[src/rtl/mux_sel_scheduler.sv]
// Select scheduler for the 5-input bit-serial mux: turns a per-group nonzero mask
// into one (sel, val) beat per set bit, lowest index first.
module mux_sel_scheduler #(
  parameter int NUM_IN    = 5,
  parameter int SEL_WIDTH = 3
) (
  input  logic                 clk,
  input  logic                 reset,
  input  logic [NUM_IN-1:0]    mask_in,
  input  logic                 mask_valid,
  output logic                 mask_ready,
  output logic                 out_valid,
  input  logic                 out_ready,
  output logic [SEL_WIDTH-1:0] sel_out,
  output logic                 val_out,
  output logic                 last_out,
  output logic                 busy
);

  localparam logic [0:0] ST_IDLE  = 1'b0;
  localparam logic [0:0] ST_ISSUE = 1'b1;

  logic [0:0]           state_q, state_d;
  logic [NUM_IN-1:0]    rem_q, rem_d;
  logic [NUM_IN-1:0]    low_bit;
  logic [SEL_WIDTH-1:0] low_idx;
  logic                 issue, fire, accept, at_most_one;

  assign issue       = (state_q == ST_ISSUE);
  assign low_bit     = rem_q & (~rem_q + NUM_IN'(1));
  // Clearing the lowest bit leaves nothing when zero or one bit remains.
  assign at_most_one = ((rem_q & (rem_q - NUM_IN'(1))) == '0);

  always_comb begin
    low_idx = '0;
    for (int i = NUM_IN - 1; i >= 0; i--) begin
      if (rem_q[i]) low_idx = SEL_WIDTH'(i);
    end
  end

  assign out_valid  = issue;
  assign busy       = issue;
  assign sel_out    = issue ? low_idx : '0;
  assign val_out    = issue && (rem_q != '0);
  assign last_out   = issue && at_most_one;
  assign fire       = issue && out_ready;
  assign mask_ready = !issue || (fire && last_out);
  assign accept     = mask_valid && mask_ready;

  // A new mask accepted on the final beat overrides the return to IDLE.
  always_comb begin
    state_d = state_q;
    rem_d   = rem_q;
    if (fire) rem_d = rem_q & ~low_bit;
    if (fire && last_out) state_d = ST_IDLE;
    if (accept) begin
      state_d = ST_ISSUE;
      rem_d   = mask_in;
    end
  end

  always_ff @(posedge clk or posedge reset) begin
    if (reset) begin
      state_q <= ST_IDLE;
      rem_q   <= '0;
    end else begin
      state_q <= state_d;
      rem_q   <= rem_d;
    end
  end

endmodule

[config.mk]
export PLATFORM = sky130hd
export DESIGN_NAME = mux_sel_scheduler
export DESIGN_NICKNAME = d
export VERILOG_FILES = /design/src/rtl/mux_sel_scheduler.sv
export SDC_FILE = /design/constraint.sdc
export NUM_CORES = 1
export LEC_CHECK = 0
export ABC_AREA = 1
export CAP_MARGIN = 0
export CORE_AREA = 2 2 39 41
export CTS_BUF_LIST = sky130_fd_sc_hd__clkbuf_8
export DETAILED_ROUTE_END_ITERATION = 8
export DIE_AREA = 0 0 41 43
export HOLD_SLACK_MARGIN = 0.06
export PLACE_DENSITY = 0.64
export SYNTH_ARGS = -nofsm -noshare
export SYNTH_HDL_FRONTEND = slang
export SYNTH_SLANG_ARGS = --single-unit
[constraint.sdc]
create_clock -name clk -period 1.55 [get_ports clk]
set_input_delay 0.3875 -clock clk [delete_from_list [all_inputs] [get_ports clk]]
set_output_delay 0.3875 -clock clk [all_outputs]
set_load 0.005 [all_outputs]
-- Yosys cells after proc, flatten, opt, wreduce, memory -nomap -nowiden
Cells that the tools add are included.
- input bits: 9
- word-level logic and storage cells: 30
- register bits: 6
- output and inout bits: 8
- multiplexer cells: 10
- bitwise gates (word level): 5
- reductions and logical operators: 11
- $add $sub $neg: 2
- operator list (operator ; count):
    3-bit 2-to-1 mux ; 6
    5-bit AND ; 3
    5-bit 2-to-1 mux ; 2
    5-bit NOT ; 2
    5-bit by 1-bit adder with 5-bit output, second input constant ; 1
    1-bit logical AND ; 5
    5-bit logical NOT ; 1
    5-bit nonzero test ; 1
    5-bit by 1-bit subtractor with 5-bit output, second input constant ; 1
    2-bit nonzero test ; 2
    1-bit 2-to-1 mux ; 2
    1-bit logical NOT ; 1
    1-bit logical OR ; 1

-- Depth between registers and ports, before layout
- word-level depth: 8
- gate-level depth with buffers: 9
- depth with buffers taken out: 9

-- Worst setup path after synthesis
Ideal clock, no wire load.
- path type: register to output
- from: reg rem_q[0]
- to: out last_out
- path slack: 0.182 ns
- data arrival time: 0.980 ns
- cell stages (with the launch flop): 7
- data required time: 1.162 ns
- buffers on the path: 0
- cells stage by stage: dfrtp_1 > nor2_2 > nand2_1 > nand2_2 > and3_1 > nand2_1 > nor2_1
- word-level cells in the longest chain between the ends: 4
- ends and longest elaborated chain (what ; line ; RTL):
    start: declaration ; 24 ; logic [NUM_IN-1:0] rem_q, rem_d;
    start signal: assignment ; 68 ; rem_q <= rem_d;
    5-bit by 1-bit subtractor with 5-bit output ; 32 ; assign at_most_one = ((rem_q & (rem_q - NUM_IN'(1))) == '0);
    5-bit AND * ; 32 ;
    5-bit logical NOT * ; 32 ;
    1-bit logical AND * ; 45 ; assign last_out = issue && at_most_one;
    end: declaration ; 16 ; output logic last_out,
Every way passes the cells marked *; elsewhere a longest branch is shown, timed or not.

-- Final worst setup path
Ends and elaborated chain as after synthesis.

==> results.tsv <==
metric	value	unit
Die Height	43	um
register area share after synthesis	34.2	%
total gr overflow	0	
Critical Path Sink Type	primary output	
total track usage	18.3	%
RSZ-0062 raised after global routing	true	
CTS sink cnt	6	
Vias	581	
Fin. Hold Viols	0	
max-slew violation count	0	
CP arrival	1400	ps
Max clock buf depth	2	
synth top area cells	dfrtp_1 (34%), nand2_1 (15%), nand3_1 (9.1%)	
Hold WC Path Type	primary input to async pin	
R2R setup slack	20	ps
synthesized flop and latch total	6	
cell type with the highest aggregate area in the netlist	dfrtp_1	
share of cells above drive strength 1	54.6	%
htree depth	1	
vias in the first global route	582	
count of unique library cells instantiated by Yosys	16	
PD cells	2160	nW/um2
Max-Cap Viols	0	
port buffer count	16	
ANT nets after route	0	
Root Driver	clkbuf_8	
maximum number of pins on one net before global-route repair	8	
CTS tree	built	
Worst R2R Path Depth	11	
initial core utilization	31.7	%
NumNets Final	119	
first-pass GRT wire length	2150	um
antenna violations before repair	0	
CP required	1160	ps
Cell Area, Synth	439	um2
part of the cycle the worst path needs	116	%
Vias/cell	4.69	
Critical Path Source Type	flip-flop	
cell leakage power	0.487	nW
most common cell in the netlist	nand2_1	
Initial DRC Count	9	
post-DP HPWL	893	um
Worst Setup Path Type	flip-flop to primary output	
worst rel slew slack	85.0	%
Max Clock Skew	3.07	ps
core box area	1380	um2
top-area cell type share of the netlist area	34.2	%
VDD IR max	0.928	mV
ANT cells	0	
Synth Instances	65	
synth warn	0	
DRC errors left	0	
total power draw	0.00196	W
Final Wtd Congestion	0.778	
r2r endpoint	rem_q[2]	
Final Util	65.6	%
actual slew at the worst max-slew pin	225	ps
Post-Syn Nets	74	
top_reg_cell synth	dfrtp_1	
Routed wire per std cell	11.4	um
drt pass-1 iters	3	
DIE AREA	1760	um2
mean post-synth cell area	6.76	um2
clk_lat worst skew	220	ps
cts bufs inserted	3	
clk slew on worst S/H paths	40	ps
Critical R2R Launch	rem_q[0]	
Setup violations, final	6	
status	finished, violations left	
final wirelength	1420	um
Final WS setup	-241	ps
die extent in x	41	um
failing checks	negative setup slack	
io pins	17	
Post-synth EDFFs	0	
Max FO, Critical Path	3	
Tmin final	1790	ps
FFs w/ async S/R, synth	100	%
Rows	14	
top cells by count, synth	nand2_1 (18), inv_1 (10), nand3_1 (8)	
Syn-to-layout area delta	107	%
max frequency	0.558	GHz
## layout make-up
class	count	area, um2
timing repair buffer	42	340
sequential	6	151
tap	16	20.0
inverter	10	37.5
fill	111	475
multi-input combinational	47	318
clock buffer	3	41.3
## timing repair
action                     in CTS  in global routing
hold endpoints to repair        0                  0
setup endpoints to repair       8                 11
buffers inserted               12                  2
resized for setup              46                  6
pin swaps                      12                  7
hold buffers                    0                  0
## stage by stage
step / area (um2) / TNS (ps) / worst slack, ps / instances / hold slack, ps
after floorplan: 439 / 0 / 182 / 65 / 178
after global placement: 702 / -1340 / -434 / 108 / 495
after detailed placement: 702 / -1430 / -431 / 108 / 520
after CTS: 890 / -795 / -248 / 123 / 384
after global routing: 908 / -1200 / -295 / 124 / 402
final: 908 / -714 / -241 / 124 / 381
## registers in the layout, indices dropped and copies added (netlist names)
| signal | cells |
|---|---|
| rem_q | 5 |
| busy | 1 |
## report_power, final
part | leakage [nW] | switching (W) | internal [W]
Combinational | 0.393 | 0.000649 | 0.000794
Sequential | 0.0727 | 0.0000695 | 0.000225
Clock | 0.0216 | 0.0000590 | 0.000166
## cell families (layout without fill, tap and decap cells)
logic type	count (synthesis)	in the layout	share of synthesized area, %
AO/OA/AOI/OAI	5	5	6.84
buffers and inverters	12	55	12.0
AND/OR/NAND/NOR	42	42	47.0
flip-flops	6	6	34.2
## worst max path at each step
stage                            end  startpoint  slack, ps
after floorplan             last_out    rem_q[0]        180
after global placement    mask_ready   out_ready       -430
after detailed placement  mask_ready   out_ready       -430
after CTS                   last_out    rem_q[1]       -250
after global routing        last_out    rem_q[0]       -300
final                       last_out    rem_q[0]       -240
## critical path: stages, from the launching register on
cell and delay [ps]:
dfrtp_2 420, nor2_4 140, buf_6 120, nor2_2 40
inv_1 70, and3_4 170, nand2_1 40, nor2_1 70
buf_2 110
## layer usage
layer / vias to the layer above / part of all wire (%) / routed length [um] / global-route usage [%]
li1: 290 / - / - / -
met1: 274 / 39 / 556 / 18.6
met2: 13 / 55 / 785 / 30.9
met3: 4 / 3.5 / 49 / 4.19
met4: 0 / 1.6 / 23 / 11.3
met5: - / 0 / 0 / 0
## layout by cell type, fill, tap and decap left out
cell             instances
a31oi_1                  1
buf_6                    4
and3_4                   1
buf_2                    5
nand3_2                  3
nand4_4                  1
nor4_2                   1
nor3_2                   2
nand3_1                  5
dlygate4sd2_1            2
o21ai_2                  1
a21oi_1                  2
nor2_4                   1
nor2_2                   3
nand2_4                  4
inv_1                    9
nand2_1                 14
a21oi_2                  1
nand2_2                  4
dfrtp_1                  5
nor2_1                   3
clkbuf_8                 3
dfrtp_2                  1
buf_4                   23
inv_2                    1
clkdlybuf4s50_1          8
(Power assumes the default switching activity.)
